$ cat config.mk
export PLATFORM = sky130hd
export DESIGN_NAME = lte_ul_src_sched
export DESIGN_NICKNAME = d
export VERILOG_FILES = /design/src/rtl/lte_ul_pkg.sv /design/src/rtl/lte_ul_sched_cfgbank.sv /design/src/rtl/lte_ul_src_sched.sv
export SDC_FILE = /design/constraint.sdc
export NUM_CORES = 1
export LEC_CHECK = 0
export BUFFER_PORTS_ARGS = -buffer_cell sky130_fd_sc_hd__buf_2
export CORE_ASPECT_RATIO = 1.75
export CORE_MARGIN = 10
export CORE_UTILIZATION = 55
export CTS_CLUSTER_DIAMETER = 80
export DETAILED_ROUTE_END_ITERATION = 8
export PLACE_DENSITY = 0.72
export SLEW_MARGIN = 0
export SYNTH_ARGS = -nofsm -noshare
export SYNTH_HDL_FRONTEND = slang
export SYNTH_SLANG_ARGS = --single-unit
$ cat constraint.sdc
create_clock -name clk -period 6.55 [get_ports clk]
set_input_delay 0.9825 -clock clk [delete_from_list [all_inputs] [get_ports clk]]
set_output_delay 0.9825 -clock clk [all_outputs]
set_load 0.02 [all_outputs]
$ cat src/rtl/lte_ul_pkg.sv
// rtl/lte_ul_pkg.sv - shared definitions for the LTE uplink source scheduler
//
// Holds the register address map, the decoded schedule-entry layout, the
// scheduler state encoding and the default frame length in clk cycles.
package lte_ul_pkg;

  // One 10 ms radio frame at the 491.52 MHz sample clock.
  localparam int unsigned FRAME_CYC_10MS = 4915200;

  // Configuration address map (0..7 are schedule entries).
  localparam logic [3:0] ADDR_IQSEL  = 4'd8;
  localparam logic [3:0] ADDR_DSTART = 4'd9;
  localparam logic [3:0] ADDR_DEND   = 4'd10;
  localparam logic [3:0] ADDR_CTRL   = 4'd11;

  // Control register bits.
  localparam int CTRL_EN   = 0;
  localparam int CTRL_LOOP = 1;

  // Entry word bit fields.
  localparam int ENT_VLD_LSB   = 0;
  localparam int ENT_VLD_MSB   = 2;
  localparam int ENT_SEL       = 3;
  localparam int ENT_DWELL_LSB = 4;
  localparam int ENT_DWELL_MSB = 11;
  localparam int ENT_LAST      = 15;

  // Entry as stored: only the meaningful fields of the written word are kept.
  typedef struct packed {
    logic       last;
    logic [7:0] dwell;
    logic       sel;
    logic [2:0] vld;
  } ent_t;

  typedef enum logic [1:0] {
    ST_IDLE    = 2'd0,
    ST_WAIT_HD = 2'd1,
    ST_RUN     = 2'd2,
    ST_DONE    = 2'd3
  } sched_state_t;

  // A dwell of zero frames behaves as one frame.
  function automatic logic [7:0] dwell_load(input logic [7:0] d);
    return (d == 8'd0) ? 8'd1 : d;
  endfunction

endpackage

$ cat src/rtl/lte_ul_sched_cfgbank.sv
// rtl/lte_ul_sched_cfgbank.sv - shadow/active configuration bank with frame-aligned swap
//
// Ports:
//   clk, asy_rst          clock, asynchronous active-low reset
//   framn_hd              frame-head pulse
//   cfg_wr/addr/wdata     shadow register write port
//   cfg_commit            request a shadow->active copy at the next frame head
//   cfg_pend              commit accepted, swap not yet done
//   swap                  combinational: the copy happens at this clock edge
//   sh_ent0, sh_en        shadow entry 0 / enable, i.e. what becomes active on swap
//   act_*                 active (applied) configuration
module lte_ul_sched_cfgbank
  import lte_ul_pkg::*;
#(
  parameter int unsigned N_ENT = 8
) (
  input  logic                   clk,
  input  logic                   asy_rst,
  input  logic                   framn_hd,
  input  logic                   cfg_wr,
  input  logic [3:0]             cfg_addr,
  input  logic [31:0]            cfg_wdata,
  input  logic                   cfg_commit,
  output logic                   cfg_pend,
  output logic                   swap,
  output ent_t                   sh_ent0,
  output logic                   sh_en,
  output ent_t [N_ENT-1:0]       act_ent,
  output logic                   act_en,
  output logic                   act_loop,
  output logic [31:0]            act_iqsel,
  output logic [31:0]            act_start,
  output logic [31:0]            act_end
);

  ent_t [N_ENT-1:0] sh_ent;
  logic [31:0]      sh_iqsel;
  logic [31:0]      sh_start;
  logic [31:0]      sh_end;
  logic [1:0]       sh_ctrl;
  logic [1:0]       act_ctrl;

  assign swap     = framn_hd & cfg_pend;
  assign sh_ent0  = sh_ent[0];
  assign sh_en    = sh_ctrl[CTRL_EN];
  assign act_en   = act_ctrl[CTRL_EN];
  assign act_loop = act_ctrl[CTRL_LOOP];

  // Shadow set: written immediately; addresses 12..15 and entries beyond
  // N_ENT fall through without effect.
  always_ff @(posedge clk or negedge asy_rst) begin
    if (!asy_rst) begin
      sh_ent   <= '0;
      sh_iqsel <= '0;
      sh_start <= '0;
      sh_end   <= '0;
      sh_ctrl  <= '0;
    end else if (cfg_wr) begin
      for (int i = 0; i < int'(N_ENT); i++) begin
        if (cfg_addr == 4'(i)) begin
          sh_ent[i] <= '{last:  cfg_wdata[ENT_LAST],
                         dwell: cfg_wdata[ENT_DWELL_MSB:ENT_DWELL_LSB],
                         sel:   cfg_wdata[ENT_SEL],
                         vld:   cfg_wdata[ENT_VLD_MSB:ENT_VLD_LSB]};
        end
      end
      case (cfg_addr)
        ADDR_IQSEL:  sh_iqsel <= cfg_wdata;
        ADDR_DSTART: sh_start <= cfg_wdata;
        ADDR_DEND:   sh_end   <= cfg_wdata;
        ADDR_CTRL:   sh_ctrl  <= cfg_wdata[1:0];
        default:     ;
      endcase
    end
  end

  // Active set and pending flag. The copy takes the pre-edge shadow values,
  // so a write landing in the swap cycle only reaches the shadow.
  always_ff @(posedge clk or negedge asy_rst) begin
    if (!asy_rst) begin
      cfg_pend  <= 1'b0;
      act_ent   <= '0;
      act_iqsel <= '0;
      act_start <= '0;
      act_end   <= '0;
      act_ctrl  <= '0;
    end else begin
      if (swap) begin
        cfg_pend  <= 1'b0;
        act_ent   <= sh_ent;
        act_iqsel <= sh_iqsel;
        act_start <= sh_start;
        act_end   <= sh_end;
        act_ctrl  <= sh_ctrl;
      end else if (cfg_commit) begin
        // Re-committing while pending is a no-op; a commit alongside a head
        // with nothing pending arms the swap for the following head.
        cfg_pend <= 1'b1;
      end
    end
  end

endmodule

$ cat src/rtl/lte_ul_src_sched.sv
// rtl/lte_ul_src_sched.sv - frame-driven uplink source test-mode scheduler
//
// Steps through a table of entries, each holding a test code for a number of
// frames, with a head-of-frame watchdog.
//
// Ports:
//   clk, asy_rst          clock, asynchronous active-low reset
//   i_framn_hd            frame-head pulse (one cycle)
//   i_cfg_wr/addr/wdata   shadow register write port
//   i_cfg_commit          apply shadow registers at next frame head
//   o_cfg_pend            commit pending
//   o_test_sel/o_test_vld test path select / test-mode code
//   o_cell_iqselcfg       active IQ-select configuration
//   o_data_start/end      active window bounds
//   o_entry_idx           active entry index
//   o_done                non-looping schedule finished
//   o_hd_miss             sticky missed-frame-head flag
module lte_ul_src_sched
  import lte_ul_pkg::*;
#(
  parameter int unsigned FRAME_CYC = FRAME_CYC_10MS,
  parameter int unsigned N_ENT     = 8
) (
  input  logic        clk,
  input  logic        asy_rst,
  input  logic        i_framn_hd,
  input  logic        i_cfg_wr,
  input  logic [3:0]  i_cfg_addr,
  input  logic [31:0] i_cfg_wdata,
  input  logic        i_cfg_commit,
  output logic        o_cfg_pend,
  output logic        o_test_sel,
  output logic [2:0]  o_test_vld,
  output logic [31:0] o_cell_iqselcfg,
  output logic [31:0] o_data_start,
  output logic [31:0] o_data_end,
  output logic [2:0]  o_entry_idx,
  output logic        o_done,
  output logic        o_hd_miss
);

  // The watchdog trips on the step that would bring the counter to
  // FRAME_CYC+16, i.e. exactly FRAME_CYC+16 cycles after the last head.
  localparam logic [23:0] WD_LAST = 24'(FRAME_CYC + 15);
  localparam logic [2:0]  IDX_MAX = 3'(N_ENT - 1);

  logic             swap;
  logic             sh_en;
  logic             act_en;
  logic             act_loop;
  ent_t             sh_ent0;
  ent_t [N_ENT-1:0] act_ent;

  sched_state_t     state;
  logic [7:0]       dwell_cnt;
  logic             cur_last;
  logic [23:0]      wd_cnt;
  logic             wd_expire;
  logic             adv_wrap;
  logic [2:0]       adv_idx;
  ent_t             adv_ent;

  lte_ul_sched_cfgbank #(
    .N_ENT (N_ENT)
  ) u_cfgbank (
    .clk        (clk),
    .asy_rst    (asy_rst),
    .framn_hd   (i_framn_hd),
    .cfg_wr     (i_cfg_wr),
    .cfg_addr   (i_cfg_addr),
    .cfg_wdata  (i_cfg_wdata),
    .cfg_commit (i_cfg_commit),
    .cfg_pend   (o_cfg_pend),
    .swap       (swap),
    .sh_ent0    (sh_ent0),
    .sh_en      (sh_en),
    .act_ent    (act_ent),
    .act_en     (act_en),
    .act_loop   (act_loop),
    .act_iqsel  (o_cell_iqselcfg),
    .act_start  (o_data_start),
    .act_end    (o_data_end)
  );

  // Next entry on advance: wrap after a flagged last entry or the table end.
  always_comb begin
    adv_wrap = cur_last || (o_entry_idx == IDX_MAX);
    adv_idx  = adv_wrap ? 3'd0 : (o_entry_idx + 3'd1);
    adv_ent  = act_ent[adv_idx];
  end

  assign wd_expire = ((state == ST_RUN) || (state == ST_WAIT_HD)) &&
                     !i_framn_hd && (wd_cnt == WD_LAST);

  always_ff @(posedge clk or negedge asy_rst) begin
    if (!asy_rst) begin
      state       <= ST_IDLE;
      o_entry_idx <= '0;
      o_test_sel  <= 1'b0;
      o_test_vld  <= '0;
      o_done      <= 1'b0;
      o_hd_miss   <= 1'b0;
      dwell_cnt   <= '0;
      cur_last    <= 1'b0;
      wd_cnt      <= '0;
    end else begin
      if (i_framn_hd || wd_expire) begin
        wd_cnt <= '0;
      end else begin
        wd_cnt <= wd_cnt + 24'd1;
      end
      if (wd_expire) begin
        o_hd_miss <= 1'b1;
      end

      if (swap) begin
        // A swap overrides whatever the current state would do this head.
        o_hd_miss   <= 1'b0;
        o_done      <= 1'b0;
        o_entry_idx <= 3'd0;
        if (sh_en) begin
          state      <= ST_RUN;
          o_test_sel <= sh_ent0.sel;
          o_test_vld <= sh_ent0.vld;
          dwell_cnt  <= dwell_load(sh_ent0.dwell);
          cur_last   <= sh_ent0.last;
        end else begin
          state      <= ST_IDLE;
          o_test_sel <= 1'b0;
          o_test_vld <= '0;
          dwell_cnt  <= '0;
          cur_last   <= 1'b0;
        end
      end else begin
        case (state)
          ST_IDLE: ;
          ST_WAIT_HD: begin
            if (i_framn_hd) begin
              if (act_en) begin
                state       <= ST_RUN;
                o_entry_idx <= 3'd0;
                o_test_sel  <= act_ent[0].sel;
                o_test_vld  <= act_ent[0].vld;
                dwell_cnt   <= dwell_load(act_ent[0].dwell);
                cur_last    <= act_ent[0].last;
              end else begin
                state <= ST_IDLE;
              end
            end
          end
          ST_RUN: begin
            if (i_framn_hd) begin
              if (dwell_cnt > 8'd1) begin
                dwell_cnt <= dwell_cnt - 8'd1;
              end else if (adv_wrap && !act_loop) begin
                // Outputs of the final entry are left in place.
                state  <= ST_DONE;
                o_done <= 1'b1;
              end else begin
                o_entry_idx <= adv_idx;
                o_test_sel  <= adv_ent.sel;
                o_test_vld  <= adv_ent.vld;
                dwell_cnt   <= dwell_load(adv_ent.dwell);
                cur_last    <= adv_ent.last;
              end
            end
          end
          ST_DONE: ;
          default: state <= ST_IDLE;
        endcase
      end
    end
  end

endmodule

-- Word level (Yosys, flattened, before mapping)
Index checks and enable logic that the tools add are counted.
- bitwise operators: 1
- equality and inequality tests: 23
- $mul: 0
- add/subtract/negate cells: 3
- reductions and logical operators: 34
- div/mod/pow operators: 0
- mux-type cells: 63
- magnitude comparators: 2
- shifts and indexed selects: 0
- operators with widths (kind ; count):
    $mux 8 ; 10
    $mux 3 ; 14
    $bmux 13 s3 ; 1
    $add 24x1->24 const B ; 1
    $eq 24x23->1 const B ; 1
    $logic_not 8->1 ; 3
    $mux 24 ; 1
    $reduce_and 2->1 ; 12
    $mux 1 ; 23
    $eq 4x3->1 const B ; 4
    $eq 4x4->1 const B ; 4
    $pmux 8 s2 ; 1
    $mux 2 ; 7
    $mux 13 ; 1
    $ne 3x3->1 const B ; 4
    $pmux 3 s2 ; 2
    $reduce_and 5->1 ; 2
    $reduce_bool 2->1 ; 5
    $eq 4x2->1 const B ; 2
    $gt 8x1->1 const B ; 1
    $sub 8x1->8 const B ; 1
    $ne 3x2->1 const B ; 2
    $reduce_and 6->1 ; 1
    $eq 4x1->1 const B ; 1
    16 further kinds ; 22
- bits in read-only memories: 0
- RAM bits: 0
- latch bits: 0
- register bits: 449
- logic and storage cells: 208
- memories kept: 0
- output and inout bits: 106

-- Depth between registers and ports, before layout
Gate-level depths: netlist of run 1.
- depth after elaboration: 12
- gate-level depth with buffers: 11
- gate-level depth less buffers: 8

-- Modules after synthesis
A second synthesis of run 1 with hierarchy kept.
- cells, all modules: 1305
- area, all modules: 18696.7 um2
- by module, submodules not included (module ; instances ; cells each ; area each (um2) ; seq. area each (um2)):
    lte_ul_sched_cfgbank ; 1 ; 898 ; 15174.6 ; 10134.7
    lte_ul_src_sched ; 1 ; 407 ; 3522.1 ; 1101.1

-- Least setup slack after synthesis of run 1
Ideal clock, no wire load.
- path type: flip-flop to flip-flop
- start: register o_entry_idx[0]
- end: register dwell_cnt[4]
- cell stages (with the launch flop): 10
- library setup time: 128 ps
- clock period less this slack: 2674 ps
- path slack: 3876 ps
- data required time: 6422 ps
- arrival: 2547 ps
- cell sequence: dfrtp_1 -> ha_1 -> ha_1 -> buf_2 -> nor3b_2 -> mux4_2 -> o21ai_0 -> a211oi_1 -> a311oi_1 -> a21oi_1
- word-level cells in the longest chain between the ends: 12
- RTL lines (element ; RTL line ; RTL):
    from (decl) ; lte_ul_src_sched.sv:37 ; output logic [2:0] o_entry_idx,
    from (signal assigned) ; lte_ul_src_sched.sv:160 ; o_entry_idx <= adv_idx;
    branches (longest 12 deep; another with $add 3x1->3) ; n/a ;
    to (signal assigned) ; lte_ul_src_sched.sv:125 ; dwell_cnt <= dwell_load(sh_ent0.dwell);
    to (signal assigned) ; lte_ul_src_sched.sv:144 ; dwell_cnt <= dwell_load(act_ent[0].dwell);
    to (signal assigned) ; lte_ul_src_sched.sv:154 ; dwell_cnt <= dwell_cnt - 8'd1;
    to (decl) ; lte_ul_src_sched.sv:55 ; logic [7:0] dwell_cnt;
Parallel ways; which one is timed is not known. The select of a mux whose other input is x is not followed.
A chain may end at the register's enable or synchronous reset.

-- Final worst setup path of run 1
- start: register o_entry_idx[0]
- end: register dwell_cnt[7]
Same word-level chain as after synthesis.

==> flow_summary_export.csv, run 1 <==
group,metric,value,unit
timing,layout_worst_path_cycle_share,0.5614,
die,fp-row-count,89,
route,detail_route.vias_per_cell,5.597,
timing,final-hold-violation-count,0,
final_layout,area_occupied_by_multi_input_gates,7094,um^2
global_route,first_global_vias,13560,
clocking,clk_transition_reported_paths,0.06,ns
die,top_level_ports,147,
yosys,synth_adder_area_share,0.004665,
global_route,overflow,0,
timing,maxClockFrequency,0.2719,GHz
yosys,postSynthRegisterBits,449,
route,final_antenna_net_count,0,
worst_setup_path,critPathKind,"flop to flop",
clocking,ctsResizeCount,0,
yosys,syn_area_per_cell,10.79,um^2
final_layout,fillCellCount,2664,
clocking,postcts_setup_bufs,0,
final_layout,area.sequential,11240,um^2
worst_setup_path,cp_slowest_cell,"ha_1",
clocking,cts_hold_repair.buffers,0,
die,die_h,264.4,um
route,wl,46.03,mm
timing,setup_tns,0,ns
route,drcViolationCount,0,
place,finalWeightedCongestion,0.9241,
global_route,groute.usage.overall,0.2183,
route,detail_route.iter0.violations,1031,
route,drt-wirelength-per-cell,19.88,um
timing,setup_violations,0,
die,design.core.area,33740,um^2
timing,grt_setup_unrepaired,"false",
global_route,grt_start_max_net_pins,134,
power_and_ir_drop,power_density,398.5,nW/um^2
yosys,synthesis.yosys.warnings,0,
clocking,cts_sinks,449,
power_and_ir_drop,p_leak,0.01042,uW
timing,maxSlewHeadroom,0.2071,
timing,period_minus_slack,3.677,ns
clocking,clock-root-buffer,"clkbuf_16",
final_layout,drive_gt1_frac,0.2478,
timing,worst_slack,2.873,ns
clocking,worstSkewPairLatency,0.55,ns
timing,maxSlewViolCount,0,
timing,fin_worst_skew,0.01376,ns
yosys,asyncSetResetFlopFracSynth,1.000,
yosys,synth_edf_count,0,
worst_hold_path,hold_class,"flop to flop",
worst_setup_path,end_kind,"flop",
yosys,synthCells,1740,
clocking,cts-root-to-sink-buffers,3,
worst_setup_path,critical_path.max_stage_delay,0.96,ns
place,dp_worst_setup_slack,2.946,ns
yosys,synth_top_family_by_area,"simple AND/OR/NAND/NOR gates",
place,io_buffers,146,
die,floorplan.die_area,42220,um^2
clocking,tritoncts.num_buffers,41,
worst_setup_path,critical_path_required,6.96,ns
yosys,synth.mux.area_fraction,0.1479,
worst_setup_path,crit_arrival,4.09,ns
clocking,ctsHtreeMaxLevel,2,
die,die_width,159.7,um
die,initial_utilization,0.5564,
yosys,synth_seq_area_share,0.5985,
yosys,synth-compound-area-share,0.03572,
route,num_vias,12960,
yosys,post_synth_num_cell_types,62,
yosys,number_of_nets_produced_by_synthesis,1788,
global_route,grt_pass1_wl,75.18,mm
power_and_ir_drop,post-layout-total-power,8416,uW
global_route,antenna_found_initial,2,
status,run_status,"completed",
clocking,tritoncts_clock_tree,"yes",
worst_setup_path,timing.critical_path.cells,"buf_4 -> ha_1 -> ha_1 -> or3b_1 -> o221ai_1 -> a31oi_1 -> a221o_1 -> nand2_1 -> a31oi_1",
worst_setup_path,crit_path_max_fanout,40,
route,dr.pass1.iters,5,
final_layout,nets,1879,
yosys,synthFlopType,"dfrtp_1",
place,detailedPlacementHpwl,29.87,mm
yosys,synth_area,18770,um^2
worst_setup_path,setup.worst_path.start_class,"flop",
yosys,synth-simple-area-share,0.1760,
flow_run,max_cap_violations,0,
yosys,synth_xor_xnor_area_share,0.01166,
final_layout,antenna_cells_inserted,0,
final_layout,area_overhead_vs_synth,12.50,%
power_and_ir_drop,vdd.ir_drop.worst,0.2700,mV
timing,timing_worst_slew_pin_value,1.189,ns
==> cell type report <==
class,count,area share
clock buffers,61,0.05740
multi-input cells,1172,0.3359
repair buffers,157,0.04017
flip-flops and latches,449,0.5320
clock inverters,11,0.005806
inverters,10,0.001777
well taps,455,0.02695
==> state kept, by name, indices dropped and copies added (netlist names), 8 cells and up <==
register,flops
u_cfgbank.act_ent,104
u_cfgbank.sh_ent,91
u_cfgbank.act_end,32
u_cfgbank.act_iqsel,32
u_cfgbank.act_start,32
u_cfgbank.sh_end,32
u_cfgbank.sh_iqsel,32
u_cfgbank.sh_start,32
wd_cnt,24
u_cfgbank.sh_ent0,13
dwell_cnt,8
==> placed cells by master, fill, tap and decap left out, types with 6 or more instances in the layout <==
master,count
nand2_1,633
xor2_1,15
buf_4,9
o22ai_1,8
ha_1,7
xnor2_1,10
inv_1,10
nor4_1,8
and3_1,6
a21oi_1,16
buf_2,145
nor3b_1,13
mux4_2,7
clkbuf_8,9
clkbuf_16,42
nand2b_1,16
clkinv_2,6
mux2i_1,22
mux2_2,212
nor2_1,59
or4_1,6
clkbuf_1,10
nand3_1,15
a31oi_1,21
o21ai_0,12
nor3_1,9
dfrtp_1,449
==> through the flow <==
stage / instance area, um^2 / std cells / hold WS (ns) / util
floorplan: 18770 / 1740 / 0.4331 / -
global placement: 19790 / 2243 / 0.4390 / 0.5864
detailed placement: 19790 / 2243 / 0.4472 / 0.5864
CTS: 21120 / 2315 / 0.4629 / 0.6260
global route: 21120 / 2315 / 0.4815 / 0.6260
finish: 21120 / 2315 / 0.4589 / 0.6260
==> critical path: cells and delay by family, from the launching register on <==
family,cells,cell delay [ns]
adders and majority gates,2,1.23
buffers and inverters,1,0.29
DFF,1,0.36
AOI/OAI and AO/OA,4,0.91
and+or+nand+nor,2,0.75
==> synthesized netlist by cell type, types with 2 or more instances <==
library cell / n / area share
nor2_1: 64 / 0.013
or3b_2: 2 / 0.00093
nor3_1: 9 / 0.0024
xor2_1: 15 / 0.0070
mux4_2: 7 / 0.0084
buf_4: 2 / 0.00080
o22ai_1: 8 / 0.0027
or4_1: 6 / 0.0024
o21ai_1: 2 / 0.00053
nand2_1: 634 / 0.13
a31oi_1: 21 / 0.0070
o22a_1: 3 / 0.0014
a221o_1: 5 / 0.0027
xnor2_1: 10 / 0.0047
nand2b_1: 16 / 0.0053
and3_1: 6 / 0.0020
a21oi_2: 2 / 0.00093
buf_1: 10 / 0.0020
a311oi_1: 3 / 0.0014
inv_1: 10 / 0.0020
o211ai_1: 5 / 0.0020
or2_2: 2 / 0.00067
mux2_2: 212 / 0.13
nand3_1: 15 / 0.0040
nand4_1: 5 / 0.0017
nor4_1: 8 / 0.0027
clkbuf_1: 81 / 0.016
nor3b_1: 13 / 0.0052
ha_1: 7 / 0.0047
o2111ai_1: 2 / 0.00093
or3_1: 6 / 0.0020
o31ai_1: 3 / 0.0012
o21ai_0: 12 / 0.0032
buf_2: 15 / 0.0040
o221ai_1: 5 / 0.0023
mux2i_1: 22 / 0.012
and2_1: 3 / 0.0010
nand3b_1: 2 / 0.00080
dfrtp_1: 449 / 0.60
a21oi_1: 16 / 0.0043
==> power breakdown <==
group | total, uW | internal (uW) | switching [uW]
clock network | 2400 | 1360 | 1040
registers | 3890 | 3430 | 460
logic | 2120 | 865 | 1260
total | 8420 | 5660 | 2750
==> path summary, 6_finish.rpt <==
| kind | from | to | slack [ns] | cells after the start |
|---|---|---|---|---|
| max in group asynchronous | asy_rst | u_cfgbank.act_end[25] | 4.52 | 2 |
| setup / recovery | o_entry_idx[0] | dwell_cnt[7] | 2.87 | 9 |
| hold / removal | u_cfgbank.sh_end[28] | u_cfgbank.act_end[28] | 0.46 | 2 |
| min in group asynchronous | asy_rst | dwell_cnt[4] | 0.54 | 1 |
| setup reg to reg | o_entry_idx[0] | dwell_cnt[7] | 2.87 | 9 |
| hold reg to reg | u_cfgbank.sh_end[28] | u_cfgbank.act_end[28] | 0.46 | 2 |
==> logic make-up (layout without fill, tap and decap cells) <==
| group | count (synthesis) | count (layout) |
|---|---|---|
| AND/OR/NAND/NOR | 800 | 800 |
| flip-flops | 449 | 449 |
| multiplexers | 242 | 242 |
| buffers and inverters | 119 | 239 |
| AO/OA/AOI/OAI | 98 | 98 |
| XOR/XNOR | 25 | 25 |
| adder cells (fa/ha/maj) | 7 | 7 |
==> per-layer routing <==
layer / global-route usage / vias up / part of all wire
met4: 0.07741 / 4 / 0.030
met5: 0 / - / 0.00059
met2: 0.3842 / 328 / 0.52
li1: - / 5916 / -
met1: 0.2600 / 6624 / 0.40
met3: 0.04438 / 84 / 0.051
No activity file was read; power rests on OpenSTA's default activity.
==> run 2: changes to the inputs <==
CORE_UTILIZATION = 54   (was 55)
PLACE_DENSITY = 0.74   (was 0.72)
clock period = 3 ns   (was 6.55 ns; I/O delays follow)
==> run 2 against run 1 <==
  * Clock skew up 0.00067 ns
  * Count of clock-buffer cells in the layout fell by 6
  * Power increased by 120%
  * Sequential cell count unchanged
  * Worst setup slack worse by 2.6 ns
  * Die area up 1.7%
  * Largest cell class unchanged
  * Highest routed layer unchanged
==> flow_summary_export.csv, run 2 (same netlist as run 1, synthesis figures left out) <==
group,metric,value,unit
route,detail_route.vias_per_cell,5.548,
route,dr.pass1.iters,5,
clocking,postcts_setup_bufs,0,
timing,grt_setup_unrepaired,"false",
clocking,clock-root-buffer,"clkbuf_16",
place,finalWeightedCongestion,0.9179,
worst_hold_path,holdPathStages,2,
power_and_ir_drop,p_int,12450,uW
worst_hold_path,hold_class,"input pin to flop",
global_route,groute.usage.overall,0.2161,
clocking,clk_transition_reported_paths,0.06,ns
worst_setup_path,critPathKind,"flop to flop",
die,initial_utilization,0.5448,
clocking,ctsHtreeMaxLevel,2,
timing,final-hold-violation-count,0,
final_layout,area.sequential,11240,um^2
power_and_ir_drop,vdd.ir_drop.worst,0.6191,mV
timing,fin_worst_skew,0.01444,ns
worst_setup_path,regToRegSetupSlack,0.23,ns
place,io_buffers,146,
global_route,antenna_found_initial,1,
timing,maxSlewHeadroom,0.3002,
die,die_h,266.7,um
final_layout,area_overhead_vs_synth,13.84,%
route,drt-wirelength-per-cell,19.73,um
timing,setup_tns,0,ns
final_layout,area_occupied_by_multi_input_gates,7084,um^2
clocking,tritoncts.num_buffers,41,
final_layout,mostFrequentLayoutCell,"nand2_1",
final_layout,fillCellCount,2796,
worst_setup_path,setup.worst_path.start_class,"flop",
timing,maxSlewViolCount,0,
timing,layout_worst_path_cycle_share,0.9247,
route,drcViolationCount,0,
route,num_vias,13010,
final_layout,layout_common_cells,"nand2_1, dfrtp_1, mux2_2, buf_2, nor2_1",
power_and_ir_drop,p_leak,0.01058,uW
final_layout,finished_layout_cells,2345,
final_layout,drive_gt1_frac,0.2574,
worst_hold_path,hold-path-endpoint,"u_cfgbank.sh_iqsel[29]",
route,detail_route.iter0.violations,868,
global_route,first_global_vias,13730,
power_and_ir_drop,power.net_switching,6041,uW
die,top_level_ports,147,
die,floorplan.die_area,42920,um^2
worst_setup_path,reg2regPathDepth,8,
worst_setup_path,worst_r2r_endpoint,"cur_last",
die,die_width,161.0,um
worst_setup_path,end_kind,"flop",
die,design.core.area,34460,um^2
power_and_ir_drop,share_clk_of_total_power,0.287,
global_route,overflow,0,
power_and_ir_drop,power_density,865.3,nW/um^2
final_layout,layout_top_registers,"u_cfgbank.act_ent: 104 flops, u_cfgbank.sh_ent: 91 flops",
final_layout,nets,1902,
clocking,cts-root-to-sink-buffers,3,
clocking,cts_sinks,449,
status,run_status,"completed",
place,placement.cell_area,20010,um^2
worst_setup_path,crit_arrival,3.24,ns
power_and_ir_drop,proportion_of_power_drawn_by_combinational_gates,0.253,
final_layout,top_register,"u_cfgbank.act_ent",
global_route,grt_pass1_wl,75.36,mm
power_and_ir_drop,switching_share,0.3266,
clocking,tritoncts_clock_tree,"yes",
flow_run,max_cap_violations,0,
final_layout,largest_register_ffs,104,
timing,period_minus_slack,2.774,ns
route,wl,46.27,mm
worst_hold_path,holdCritStartpoint,"i_cfg_wdata[29]",
global_route,grt_start_max_net_pins,203,
die,fp-row-count,90,
power_and_ir_drop,power.share.sequential,0.461,
timing,timing_worst_slew_pin_value,1.050,ns
worst_setup_path,crit_path_max_fanout,13,
final_layout,finalInstanceArea,21370,um^2
worst_setup_path,critical_path.reg2reg.startpoint,"o_entry_idx[0]",
timing,maxClockFrequency,0.3605,GHz
place,placedCellCount,2270,
place,detailedPlacementHpwl,30.77,mm
timing,setup_violations,0,
worst_setup_path,critical_path_required,3.47,ns
clocking,worstSkewPairLatency,0.55,ns
route,final_antenna_net_count,0,
[run 2: cell types whose count changed in the layout (fill, tap and decap cells not counted), moves of 3 or more]
cell / delta
buf_12: +5
buf_4: +17
clkbuf_1: -5
clkinv_2: +4
inv_6: +3
nor2_1: +3
nor2_2: -3
[run 2: timing repair]
action	in CTS	in global routing
hold buffers	1	0
gates resized for setup	0	0
hold endpoints to repair	56	0
[run 2: how the worst max path moves through the flow]
| stage | start | end | slack [ns] | cells past startpoint |
|---|---|---|---|---|
| after detailed placement | o_entry_idx[0] | cur_last | 0.26 | 8 |
| final | o_entry_idx[0] | cur_last | 0.23 | 8 |
| after CTS | o_entry_idx[0] | cur_last | 0.26 | 8 |
| after global placement | o_entry_idx[0] | cur_last | 0.36 | 8 |
| after floorplan | o_entry_idx[0] | dwell_cnt[4] | 0.33 | 9 |
| after global routing | o_entry_idx[0] | dwell_cnt[0] | 0.06 | 8 |
[run 2: layout make-up]
cell class | count | area share
Antenna cell | 1 | 0.0001171
Clock inverter | 18 | 0.008547
Multi-Input combinational cell | 1172 | 0.3315
Clock buffer | 55 | 0.05468
Tap cell | 460 | 0.02693
Timing Repair Buffer | 180 | 0.05081
Sequential cell | 449 | 0.5257
Inverter | 10 | 0.001756
[run 2: routing by layer]
layer,track usage,vias to the layer above,share of wire
met5,0,-,0.00024
met3,0.04226,84,0.054
met1,0.2486,6590,0.39
li1,-,5991,-
met4,0.07007,2,0.027
met2,0.3932,343,0.53
[run 2: through the flow]
step | power [uW] | setup WS, ns | hold WS (ns) | utilization
floorplan | 11550 | 0.3257 | 0.1544 | -
global placement | 13090 | 0.3562 | 0.4263 | 0.5807
detailed placement | 13280 | 0.2645 | 0.4300 | 0.5807
CTS | 18600 | 0.2601 | 0.1287 | 0.6202
global route | 19430 | 0.06368 | 0.1663 | 0.6202
finish | 18500 | 0.2258 | 0.1472 | 0.6203
[run 2: power groups by stage]
stage | logic [uW] | registers, uW | clock network, uW
after floorplan | 2820 | 8730 | 0
after global placement | 4550 | 8530 | 0
after detailed placement | 4690 | 8590 | 0
after CTS | 4720 | 8510 | 5380
after global routing | 5140 | 8680 | 5610
final | 4680 | 8520 | 5300
[run 2: worst max-delay path, cell delays in order, from the launching register on]
cell and delay [ns]:
dfrtp_1 0.39, ha_1 0.21, ha_1 0.34, or3_1 0.71, mux2i_1 0.21, mux4_2 0.49
nor2_1 0.11, a311oi_1 0.07, a21oi_1 0.18
